$ cat src/rtl/rvm_pkg.sv
// Shared definitions for the reverse vending machine blocks.
// Holds the sequencer state encoding and the default timing constants.
package rvm_pkg;

    localparam logic [2:0] ST_IDLE     = 3'd0;
    localparam logic [2:0] ST_DEBOUNCE = 3'd1;
    localparam logic [2:0] ST_CLASSIFY = 3'd2;
    localparam logic [2:0] ST_ACCEPT   = 3'd3;
    localparam logic [2:0] ST_REJECT   = 3'd4;
    localparam logic [2:0] ST_CLEAR    = 3'd5;
    localparam logic [2:0] ST_REWARD   = 3'd6;

    localparam int DEBOUNCE_CYC_DEF  = 4;
    localparam int CLASS_TIMEOUT_DEF = 16;
    localparam int GATE_CYC_DEF      = 8;
    localparam int BOTTLES_MAX_DEF   = 10;
    localparam int CNT_W_DEF         = 4;

endpackage

$ cat src/rtl/rvm_bottle_sequencer_if.sv
// Bottle path signals between the sequencer and its surroundings.
// The master modport is the sequencer side; the slave modport is the machine side.
interface rvm_bottle_sequencer_if
    import rvm_pkg::*;
#(
    parameter int CNT_W = CNT_W_DEF
);

    logic             bottle_sense;
    logic             valid_bottle;
    logic             invalid_bottle;
    logic             user_done;
    logic             reward_ack;
    logic             bc_pulse;
    logic             gate_open;
    logic             reject_open;
    logic [CNT_W-1:0] bottle_cnt;
    logic             reward_req;
    logic             timeout_flt;
    logic             busy;

    modport master (
        input  bottle_sense,
        input  valid_bottle,
        input  invalid_bottle,
        input  user_done,
        input  reward_ack,
        output bc_pulse,
        output gate_open,
        output reject_open,
        output bottle_cnt,
        output reward_req,
        output timeout_flt,
        output busy
    );

    modport slave (
        output bottle_sense,
        output valid_bottle,
        output invalid_bottle,
        output user_done,
        output reward_ack,
        input  bc_pulse,
        input  gate_open,
        input  reject_open,
        input  bottle_cnt,
        input  reward_req,
        input  timeout_flt,
        input  busy
    );

endinterface

$ cat src/rtl/rvm_sync_debounce.sv
// Two-flop synchronizer for the raw bottle sensor plus a consecutive-high counter.
// qualified fires on the DEBOUNCE_CYC-th consecutive synced-high cycle while enabled.
module rvm_sync_debounce
    import rvm_pkg::*;
#(
    parameter int DEBOUNCE_CYC = DEBOUNCE_CYC_DEF
) (
    input  logic clk,
    input  logic reset_n,
    input  logic sense,
    input  logic enable,
    output logic sns,
    output logic qualified
);

    localparam int DW = $clog2(DEBOUNCE_CYC + 1);

    logic          meta;
    logic [DW-1:0] count;

    always_ff @(posedge clk or negedge reset_n) begin
        if (!reset_n) begin
            meta <= 1'b0;
            sns  <= 1'b0;
        end else begin
            meta <= sense;
            sns  <= meta;
        end
    end

    // Any low sample, or leaving the debounce window, restarts the run from zero.
    always_ff @(posedge clk or negedge reset_n) begin
        if (!reset_n) begin
            count <= '0;
        end else if (!enable || !sns) begin
            count <= '0;
        end else if (count != DW'(DEBOUNCE_CYC)) begin
            count <= count + 1'b1;
        end
    end

    assign qualified = enable && sns && (count == DW'(DEBOUNCE_CYC - 1));

endmodule

$ cat src/rtl/rvm_bottle_sequencer.sv
// Top-level sequencer of the reverse vending machine bottle path: debounce, classify,
// gate or flap, session count and reward request. All outputs are registered.
module rvm_bottle_sequencer
    import rvm_pkg::*;
#(
    parameter int DEBOUNCE_CYC  = DEBOUNCE_CYC_DEF,
    parameter int CLASS_TIMEOUT = CLASS_TIMEOUT_DEF,
    parameter int GATE_CYC      = GATE_CYC_DEF,
    parameter int BOTTLES_MAX   = BOTTLES_MAX_DEF,
    parameter int CNT_W         = CNT_W_DEF
) (
    input  logic                   clk,
    input  logic                   reset_n,
    rvm_bottle_sequencer_if.master seq
);

    localparam int TMAX = (CLASS_TIMEOUT > GATE_CYC) ? CLASS_TIMEOUT : GATE_CYC;
    localparam int TW   = $clog2(TMAX + 1);

    generate
        if (BOTTLES_MAX >= (1 << CNT_W)) begin : g_cnt_w_check
            $error("BOTTLES_MAX must be below 2**CNT_W");
        end
    endgenerate

    logic [2:0]       state;
    logic [2:0]       next_state;
    logic [TW-1:0]    timer;
    logic [CNT_W-1:0] count;
    logic             sns;
    logic             qualified;
    logic             class_timeout;
    logic             accept_entry;
    logic             bc_pulse;
    logic             gate_open;
    logic             reject_open;
    logic             reward_req;
    logic             timeout_flt;
    logic             busy;

    rvm_sync_debounce #(
        .DEBOUNCE_CYC (DEBOUNCE_CYC)
    ) u_sync_debounce (
        .clk       (clk),
        .reset_n   (reset_n),
        .sense     (seq.bottle_sense),
        .enable    ((state == ST_IDLE) || (state == ST_DEBOUNCE)),
        .sns       (sns),
        .qualified (qualified)
    );

    // A reject verdict wins over a simultaneous accept; the timeout is the fallback.
    always_comb begin
        next_state    = state;
        class_timeout = 1'b0;
        case (state)
            ST_IDLE: begin
                if (sns) begin
                    next_state = ST_DEBOUNCE;
                end else if (seq.user_done && (count != '0)) begin
                    next_state = ST_REWARD;
                end
            end
            ST_DEBOUNCE: begin
                if (!sns) begin
                    next_state = ST_IDLE;
                end else if (qualified) begin
                    next_state = ST_CLASSIFY;
                end
            end
            ST_CLASSIFY: begin
                if (seq.invalid_bottle) begin
                    next_state = ST_REJECT;
                end else if (seq.valid_bottle) begin
                    next_state = ST_ACCEPT;
                end else if (timer == '0) begin
                    next_state    = ST_REJECT;
                    class_timeout = 1'b1;
                end
            end
            ST_ACCEPT, ST_REJECT: begin
                if (timer == '0) begin
                    next_state = ST_CLEAR;
                end
            end
            ST_CLEAR: begin
                if (!sns) begin
                    next_state = (count == CNT_W'(BOTTLES_MAX)) ? ST_REWARD : ST_IDLE;
                end
            end
            ST_REWARD: begin
                if (seq.reward_ack) begin
                    next_state = ST_IDLE;
                end
            end
            default: next_state = ST_IDLE;
        endcase
    end

    assign accept_entry = (next_state == ST_ACCEPT) && (state != ST_ACCEPT);

    // Outputs follow next_state so each lands in the same cycle as the state it belongs to.
    always_ff @(posedge clk or negedge reset_n) begin
        if (!reset_n) begin
            state       <= ST_IDLE;
            timer       <= '0;
            count       <= '0;
            bc_pulse    <= 1'b0;
            gate_open   <= 1'b0;
            reject_open <= 1'b0;
            reward_req  <= 1'b0;
            timeout_flt <= 1'b0;
            busy        <= 1'b0;
        end else begin
            state       <= next_state;
            busy        <= (next_state != ST_IDLE);
            gate_open   <= (next_state == ST_ACCEPT);
            reject_open <= (next_state == ST_REJECT);
            reward_req  <= (next_state == ST_REWARD);
            bc_pulse    <= accept_entry;
            timeout_flt <= class_timeout;

            if (next_state != state) begin
                case (next_state)
                    ST_CLASSIFY:          timer <= TW'(CLASS_TIMEOUT - 1);
                    ST_ACCEPT, ST_REJECT: timer <= TW'(GATE_CYC - 1);
                    default:              timer <= '0;
                endcase
            end else if (timer != '0) begin
                timer <= timer - 1'b1;
            end

            if (accept_entry && (count != CNT_W'(BOTTLES_MAX))) begin
                count <= count + 1'b1;
            end else if ((state == ST_REWARD) && seq.reward_ack) begin
                count <= '0;
            end
        end
    end

    assign seq.bc_pulse    = bc_pulse;
    assign seq.gate_open   = gate_open;
    assign seq.reject_open = reject_open;
    assign seq.bottle_cnt  = count;
    assign seq.reward_req  = reward_req;
    assign seq.timeout_flt = timeout_flt;
    assign seq.busy        = busy;

endmodule
$ cat src/flat_wrapper.sv
// flat-port wrapper written by rule: the top's interface ports become plain ports
module rvm_bottle_sequencer_flat import rvm_pkg::*;
#(
    parameter int DEBOUNCE_CYC  = DEBOUNCE_CYC_DEF,
    parameter int CLASS_TIMEOUT = CLASS_TIMEOUT_DEF,
    parameter int GATE_CYC      = GATE_CYC_DEF,
    parameter int BOTTLES_MAX   = BOTTLES_MAX_DEF,
    parameter int CNT_W         = CNT_W_DEF
)
  (clk, reset_n, seq_bottle_sense, seq_valid_bottle, seq_invalid_bottle, seq_user_done, seq_reward_ack, seq_bc_pulse, seq_gate_open, seq_reject_open, seq_bottle_cnt, seq_reward_req, seq_timeout_flt, seq_busy);
  rvm_bottle_sequencer_if #(.CNT_W(CNT_W)) seq_i ();
  input  logic clk;
  input  logic reset_n;
  input wire logic [$bits(seq_i.bottle_sense)-1:0] seq_bottle_sense;
  input wire logic [$bits(seq_i.valid_bottle)-1:0] seq_valid_bottle;
  input wire logic [$bits(seq_i.invalid_bottle)-1:0] seq_invalid_bottle;
  input wire logic [$bits(seq_i.user_done)-1:0] seq_user_done;
  input wire logic [$bits(seq_i.reward_ack)-1:0] seq_reward_ack;
  output wire logic [$bits(seq_i.bc_pulse)-1:0] seq_bc_pulse;
  output wire logic [$bits(seq_i.gate_open)-1:0] seq_gate_open;
  output wire logic [$bits(seq_i.reject_open)-1:0] seq_reject_open;
  output wire logic [$bits(seq_i.bottle_cnt)-1:0] seq_bottle_cnt;
  output wire logic [$bits(seq_i.reward_req)-1:0] seq_reward_req;
  output wire logic [$bits(seq_i.timeout_flt)-1:0] seq_timeout_flt;
  output wire logic [$bits(seq_i.busy)-1:0] seq_busy;
  assign seq_i.bottle_sense = seq_bottle_sense;
  assign seq_i.valid_bottle = seq_valid_bottle;
  assign seq_i.invalid_bottle = seq_invalid_bottle;
  assign seq_i.user_done = seq_user_done;
  assign seq_i.reward_ack = seq_reward_ack;
  assign seq_bc_pulse = seq_i.bc_pulse;
  assign seq_gate_open = seq_i.gate_open;
  assign seq_reject_open = seq_i.reject_open;
  assign seq_bottle_cnt = seq_i.bottle_cnt;
  assign seq_reward_req = seq_i.reward_req;
  assign seq_timeout_flt = seq_i.timeout_flt;
  assign seq_busy = seq_i.busy;
  rvm_bottle_sequencer #(.DEBOUNCE_CYC(DEBOUNCE_CYC), .CLASS_TIMEOUT(CLASS_TIMEOUT), .GATE_CYC(GATE_CYC), .BOTTLES_MAX(BOTTLES_MAX), .CNT_W(CNT_W)) u_core (.clk(clk), .reset_n(reset_n), .seq(seq_i));
endmodule
$ cat config.mk
export PLATFORM = sky130hd
export DESIGN_NAME = rvm_bottle_sequencer_flat
export DESIGN_NICKNAME = d
export VERILOG_FILES = /design/src/rtl/rvm_pkg.sv /design/src/rtl/rvm_bottle_sequencer_if.sv /design/src/rtl/rvm_sync_debounce.sv /design/src/rtl/rvm_bottle_sequencer.sv /design/src/flat_wrapper.sv
export SDC_FILE = /design/constraint.sdc
export NUM_CORES = 1
export LEC_CHECK = 0
export CAP_MARGIN = 15
export CORE_ASPECT_RATIO = 0.9
export CORE_MARGIN = 2
export CORE_UTILIZATION = 53
export DETAILED_ROUTE_END_ITERATION = 8
export HOLD_SLACK_MARGIN = 0.08
export PLACE_DENSITY = 0.76
export SETUP_SLACK_MARGIN = 0.15
export SLEW_MARGIN = 40
export SYNTH_ARGS = -nofsm -noshare
export SYNTH_HDL_FRONTEND = slang
export SYNTH_SLANG_ARGS = --single-unit
export TNS_END_PERCENT = 1
$ cat constraint.sdc
create_clock -name clk -period 3.3 [get_ports clk]
set_clock_uncertainty 0.2 [all_clocks]
set_input_delay 0.66 -clock clk [delete_from_list [all_inputs] [get_ports clk]]
set_output_delay 0.66 -clock clk [all_outputs]
set_load 0.05 [all_outputs]
==> metrics.csv, run 1 <==
metric,value,unit
largest family of logic cells by synthesized area,simple AND/OR/NAND/NOR gates,
Synth Instances,132,
post-DR wirelength/cell,14.1,microns
Root Buffer,clkbuf_4,
Clock Latency Late Sink,0.31,ns
mux cell area share after synthesis,0,
final critical-path share of the clock period,0.784,
Worst slew margin,0.464,
Synth Register Bits,23,
number of global-route vias before repair,981,
CP max FO,5,
antenna cells,0,
gr usage total,0.225,
drt pass-1 iters,4,
"CP delay by family, top",simple AND/OR/NAND/NOR gates,
Setup WS pre-CTS,0.598,ns
CP bufs+invs,1,
critical path type,flip-flop to flip-flop,
GP Congestion,0.892,
Core ar.,2200,sq um
Total Power,1300,uW
Max clock buf depth,2,
RSZ-0062 raised after global routing,no,
largest area contributor in the netlist,dfrtp_1,
Setup TNS,0,ns
crit path from,u_core.timer[0]$_DFFE_PN0P_,
CTS Buf Count,3,
CP Capture Type,flip-flop,
"antenna viol nets, final",0,
CTS tree,yes,
leakage,0.000650,uW
Tmin final,2.59,ns
cell mode on critical path,o21ai_1,
Die Area,2760,sq um
status,finished clean,
Compound-Gate Fraction of Synth Area,0.120,
share of cells above drive strength 1,0.0800,
hold path startpoint,u_core.u_sync_debounce.meta$_DFF_PN0_,
Synth Area in Simple Gates,0.245,
GRT overflow,0,
sequential element share of the synthesized area,0.461,
"top cells by area, synth","dfrtp_1, ha_1, nand2_1, inv_1, xnor2_1",
Crit path depth,8,
worst r2r src,u_core.timer[0]$_DFFE_PN0P_,
fin. max-slew vios,0,
drt via density,5.69,
Worst EP arrival,2.62,ns
Buffers on Ports,16,
die height,50.1,microns
Adder-Cell Fraction of Synth Area,0.0802,
hpwl dp,1.86,mm
"Data required, critical path",3.34,ns
initial antenna violation count,0,
Syn Area/Cell,9.46,sq um
mapped cell area,1250,sq um
final setup violation count,0,
VDD IR-drop max,0.565,mV
initial drt markers,26,
post-synthesis xor/xnor area fraction,0.0421,
htree depth,1,
area delta synth->final,17.3,%
top-area cell type share of the netlist area,0.461,
post_cts resized,0,
crit path max-delay cell type,nor4b_1,
Setup Buffers After CTS,0,
largest net degree at the start of global routing,24,
"Reg clk slew, reported paths",0.12,ns
hold path depth,0,
Setup crit start kind,flip-flop,
CTS Hold Bufs,0,
Vias,1007,
DRC,0,
final worst slack,0.711,ns
reg2reg path depth,8,
nets,166,
"Net Count, Synth",147,
measured slew at the worst slew-check pin,0.793,ns
aggregate routed wire length,2.50,mm
CP peak stage delay,0.66,ns
worst-path cell chain,"inv_1, ha_1, nor4b_1, nand2_1, a31o_2, o211ai_1, o21ai_1, o21ai_1",
HP Class,flip-flop to flip-flop,
Boundary Pins,17,
initial core utilization,0.567,
number of max-cap violations,0,
fmax,386,MHz
CTS Sinks,23,
row cnt,16,
Netlist cell types,37,
power per cell area,886,nW/um^2
Ys Warns,0,
first-pass GRT wire length,4.49,mm
final number of hold-violating endpoints,0,
Die W,55.2,microns
cell usage in the layout (no fill, tap or decap), types with 2 or more instances in the layout:
cell type        netlist  routed
o21ai_0                5       5
nor4b_1                2       2
or3_1                  3       3
o21ai_1                5       5
nand2b_1               2       2
nor3_1                 3       3
o22ai_1                3       3
dfrtp_1               23      23
ha_1                   8       8
nor2b_1                2       2
inv_1                 14      14
nand2_1               15      15
clkbuf_4               0       3
nand4_1                2       2
xor2_1                 2       2
nand3_1                4       4
and2_1                 2       2
nor2_1                 7       7
xnor2_1                4       4
a21oi_1                5       5
clkdlybuf4s50_1        0      16
o211ai_1               2       2
registers in the layout, summed over array words and instances (netlist names):
register                      flops
u_core.seq.busy                   1
u_core.u_sync_debounce.meta       1
u_core.u_sync_debounce.sns        1
u_core.seq.bottle_cnt             4
u_core.seq.reject_open            1
u_core.seq.gate_open              1
u_core.seq.timeout_flt            1
u_core.state                      3
u_core.timer                      5
u_core.seq.bc_pulse               1
u_core.u_sync_debounce.count      3
u_core.seq.reward_req             1
layer usage:
layer  global-route usage  part of all wire
met5                    0                 0
met3               0.0606             0.058
met1                0.322              0.44
met4               0.0569             0.017
met2                0.333              0.49
cells in the mapped netlist:
| cell type | n |
|---|---|
| nor3b_1 | 1 |
| nor4_2 | 1 |
| nor4b_1 | 2 |
| clkbuf_1 | 3 |
| or3_1 | 3 |
| or3b_2 | 1 |
| a211o_1 | 1 |
| a21oi_1 | 5 |
| or3_4 | 1 |
| nand2_1 | 15 |
| inv_1 | 14 |
| nor4_1 | 1 |
| nand3_1 | 4 |
| ha_1 | 8 |
| nor3_1 | 3 |
| or2_2 | 1 |
| o21ai_0 | 5 |
| and2_1 | 2 |
| and3_4 | 1 |
| a31oi_1 | 1 |
| nand3b_1 | 1 |
| xnor2_1 | 4 |
| a311oi_1 | 1 |
| o21ai_1 | 5 |
| o211ai_1 | 2 |
| a31o_2 | 1 |
| or3b_1 | 1 |
| nand4_1 | 2 |
| o22ai_1 | 3 |
| nand2b_1 | 2 |
| o2bb2ai_1 | 1 |
| or2_4 | 1 |
| dfrtp_1 | 23 |
| or4b_4 | 1 |
| xor2_1 | 2 |
| nor2_1 | 7 |
| nor2b_1 | 2 |
power breakdown:
part / internal, uW / total, uW / leakage, uW / switching (uW)
sequential: 369 / 477 / 0.000302 / 108
clock: 47.2 / 129 / 0.0000150 / 82.1
combinational: 293 / 692 / 0.000333 / 399
total: 709 / 1300 / 0.000650 / 590
through the flow:
stage           util  std cells  area [sq um]  hold slack (ns)
2_1_floorplan      -        132          1250            0.131
3_3_place_gp   0.653        173          1440            0.133
3_5_place_dp   0.653        173          1440            0.135
4_1_cts        0.665        177          1470            0.164
5_1_grt        0.665        177          1470            0.190
6_report       0.665        177          1470            0.161
cell families (layout without fill, tap and decap cells):
| logic type | count (synthesis) | in the layout |
|---|---|---|
| AND/OR/NAND/NOR | 53 | 53 |
| AO/OA/AOI/OAI | 25 | 25 |
| flip-flops | 23 | 23 |
| buffers and inverters | 17 | 35 |
| adder cells (fa/ha/maj) | 8 | 8 |
| XOR/XNOR | 6 | 6 |
area by class of cell:
type | count | area (sq um)
Inverter | 14 | 52.6
Clock buffer | 4 | 26.3
Fill cell | 190 | 737
Multi-Input combinational cell | 92 | 609
Timing Repair Buffer | 17 | 168
Tap cell | 27 | 33.8
Sequential cell | 23 | 576
final timing paths:
path                                                        end  slack [ns]
setup reg to reg                    u_core.timer[1]$_DFFE_PN0P_        0.71
hold reg to reg            u_core.u_sync_debounce.sns$_DFF_PN0_        0.16
max in group asynchronous           u_core.timer[1]$_DFFE_PN0P_        2.18
hold / removal             u_core.u_sync_debounce.sns$_DFF_PN0_        0.16
min in group asynchronous           u_core.timer[4]$_DFFE_PN0P_        0.48
setup / recovery                    u_core.timer[1]$_DFFE_PN0P_        0.71
Power figures use the tool's default switching activity.
==> inputs of run 2 (changes only) <==
==> constraint.sdc (replaced) <==
create_clock -name clk -period 2.7 [get_ports clk]
set_clock_uncertainty 0.2 [all_clocks]
set_input_delay 0.54 -clock clk [delete_from_list [all_inputs] [get_ports clk]]
set_output_delay 0.54 -clock clk [all_outputs]
set_load 0.05 [all_outputs]
==> metrics.csv, run 2 (same netlist as run 1, synthesis figures left out) <==
metric,value,unit,change
status,finished clean,,unchanged
CP Capture Type,flip-flop,,unchanged
reg2reg path depth,8,,unchanged
Setup crit start kind,flip-flop,,unchanged
Biggest register,u_core.timer,,unchanged
post-DR wirelength/cell,13.7,microns,was 14.1 microns
Core ar.,2200,sq um,unchanged
CTS Sinks,23,,unchanged
part of the power in registers,0.351,,was 0.367
Root Buffer,clkbuf_4,,unchanged
fmax,403,MHz,was 386 MHz
Die Area,2760,sq um,unchanged
"Data required, critical path",2.71,ns,was 3.34 ns
share of cells above drive strength 1,0.135,,was 0.0800
most frequent cells in the layout,"dfrtp_1, clkdlybuf4s50_1, nand2_1, inv_1, ha_1",,unchanged
met2 usage,0.351,,was 0.333
"antenna viol nets, final",0,,unchanged
hpwl dp,1.86,mm,about the same
power per cell area,1090,nW/um^2,was 886 nW/um^2
"Reg clk slew, reported paths",0.12,ns,about the same
Largest register FFs,5,,unchanged
antenna cells,0,,unchanged
GRT busiest layer,met2,,unchanged
number of max-cap violations,0,,unchanged
DRC,0,,unchanged
nets,172,,was 166
NetSw,725,uW,was 590 uW
final setup violation count,0,,unchanged
CTS tree,yes,,unchanged
HP Class,flip-flop to flip-flop,,unchanged
"most common cell after layout, fill and taps aside",dfrtp_1,,unchanged
drt pass-1 iters,4,,unchanged
initial core utilization,0.567,,unchanged
Int Pwr,934,uW,was 709 uW
CTS Buf Count,3,,unchanged
hold path depth,0,,unchanged
area delta synth->final,21.3,%,was 17.3%
die height,50.1,microns,unchanged
Clk pwr share,0.094,,was 0.100
Worst EP arrival,2.48,ns,was 2.62 ns
fill count,181,,was 190
met1 GRT Util,0.261,,was 0.322
GRT overflow,0,,unchanged
Die W,55.2,microns,unchanged
Setup TNS,0,ns,unchanged
first-pass GRT wire length,4.26,mm,was 4.49 mm
initial drt markers,24,,was 26
measured slew at the worst slew-check pin,0.528,ns,was 0.793 ns
RSZ-0062 raised after global routing,yes,,was no
Tmin final,2.48,ns,was 2.59 ns
Clock Latency Late Sink,0.31,ns,about the same
final critical-path share of the clock period,0.918,,was 0.784
critical path type,flip-flop to flip-flop,,unchanged
gr usage total,0.211,,was 0.225
CP max FO,4,,was 5
htree depth,1,,unchanged
final number of hold-violating endpoints,0,,unchanged
Buffers on Ports,16,,unchanged
Worst slew margin,0.645,,was 0.464
Comb power frac,0.555,,was 0.533
number of global-route vias before repair,991,,was 981
drt via density,5.62,,was 5.69
row cnt,16,,unchanged
aggregate routed wire length,2.51,mm,was 2.50 mm
switch share,0.437,,was 0.454
initial antenna violation count,0,,unchanged
Final Util,0.688,,was 0.665
Vias,1029,,was 1007
largest net degree at the start of global routing,24,,unchanged
Final Instance Area,1520,sq um,was 1470 sq um
GP Congestion,0.915,,was 0.892
leakage,0.000677,uW,was 0.000650 uW
fin. max-slew vios,0,,unchanged
Post-DP Area,1460,sq um,was 1440 sq um
CTS Hold Bufs,0,,unchanged
VDD IR-drop max,0.659,mV,was 0.565 mV
met3 usage,0.0394,,was 0.0606
Max clock buf depth,2,,unchanged
Boundary Pins,17,,unchanged
-- run 2: cell count changes in the layout (fill, tap and decap cells not counted) --
| cell | before | now |
|---|---|---|
| or3b_4 | 0 | 1 |
| dfrtp_1 | 23 | 21 |
| buf_4 | 1 | 7 |
| or3b_1 | 1 | 0 |
| dfrtp_2 | 0 | 2 |
-- run 2: per-layer routing --
| layer | part of all wire | wire (microns) |
|---|---|---|
| met3 | 0.047 | 117 |
| met5 | 0 | 0 |
| met4 | 0.029 | 73 |
| met2 | 0.47 | 1180 |
| met1 | 0.45 | 1130 |
-- run 2: power by group through the flow --
stage                     Clock (uW)  Combinational (uW)  Sequential (uW)
after floorplan                    0                 567              644
after global placement             0                 855              586
after detailed placement           0                 879              593
after global routing             175                1030              600
after CTS                        162                 885              586
final                            157                 921              582
-- run 2: timing repair --
item | 4_1_cts | 5_1_grt
gates resized for setup | 0 | 1
setup buffers | 0 | 3
endpoints found under the setup margin | 0 | 4
-- run 2: area by class of cell --
| cell class | instances | area (sq um) | share of cell area |
|---|---|---|---|
| Clock buffer | 4 | 26.3 | 0.0173 |
| Inverter | 14 | 52.6 | 0.0347 |
| Multi-Input combinational cell | 92 | 612 | 0.404 |
| Sequential cell | 23 | 578 | 0.382 |
| Tap cell | 27 | 33.8 | 0.0223 |
| Timing Repair Buffer | 23 | 213 | 0.140 |
-- run 2: worst paths after layout --
check / startpoint / end / slack (ns)
setup / recovery: u_core.timer[0]$_DFFE_PN0P_ / u_core.seq.busy$_DFF_PN0_ / 0.22
hold / removal: u_core.u_sync_debounce.meta$_DFF_PN0_ / u_core.u_sync_debounce.sns$_DFF_PN0_ / 0.17
setup reg to reg: u_core.timer[0]$_DFFE_PN0P_ / u_core.seq.busy$_DFF_PN0_ / 0.22
hold reg to reg: u_core.u_sync_debounce.meta$_DFF_PN0_ / u_core.u_sync_debounce.sns$_DFF_PN0_ / 0.17
max in group asynchronous: reset_n / u_core.seq.bottle_cnt[0]$_DFFE_PN0P_ / 1.68
min in group asynchronous: reset_n / u_core.u_sync_debounce.count[1]$_DFFE_PN0P_ / 0.37
-- run 2: critical path, stage by stage (launching register included) --
cell and delay (ns):
dfrtp_1 0.40, inv_1 0.11, ha_1 0.19, or4b_4 0.49, nor2_1 0.19, o21ai_1 0.08, o2bb2ai_1 0.14, or2_4 0.25
or3_1 0.34
-- run 2: per-stage QoR --
stage | setup WS, ns | cells | total power, uW | hold slack [ns]
final | 0.221 | 183 | 1660 | 0.174
after global routing | 0.133 | 183 | 1800 | 0.177
after detailed placement | 0.0967 | 176 | 1470 | 0.145
after global placement | 0.123 | 176 | 1440 | 0.134
after CTS | 0.171 | 180 | 1630 | 0.174
after floorplan | 0.159 | 132 | 1210 | 0.0444
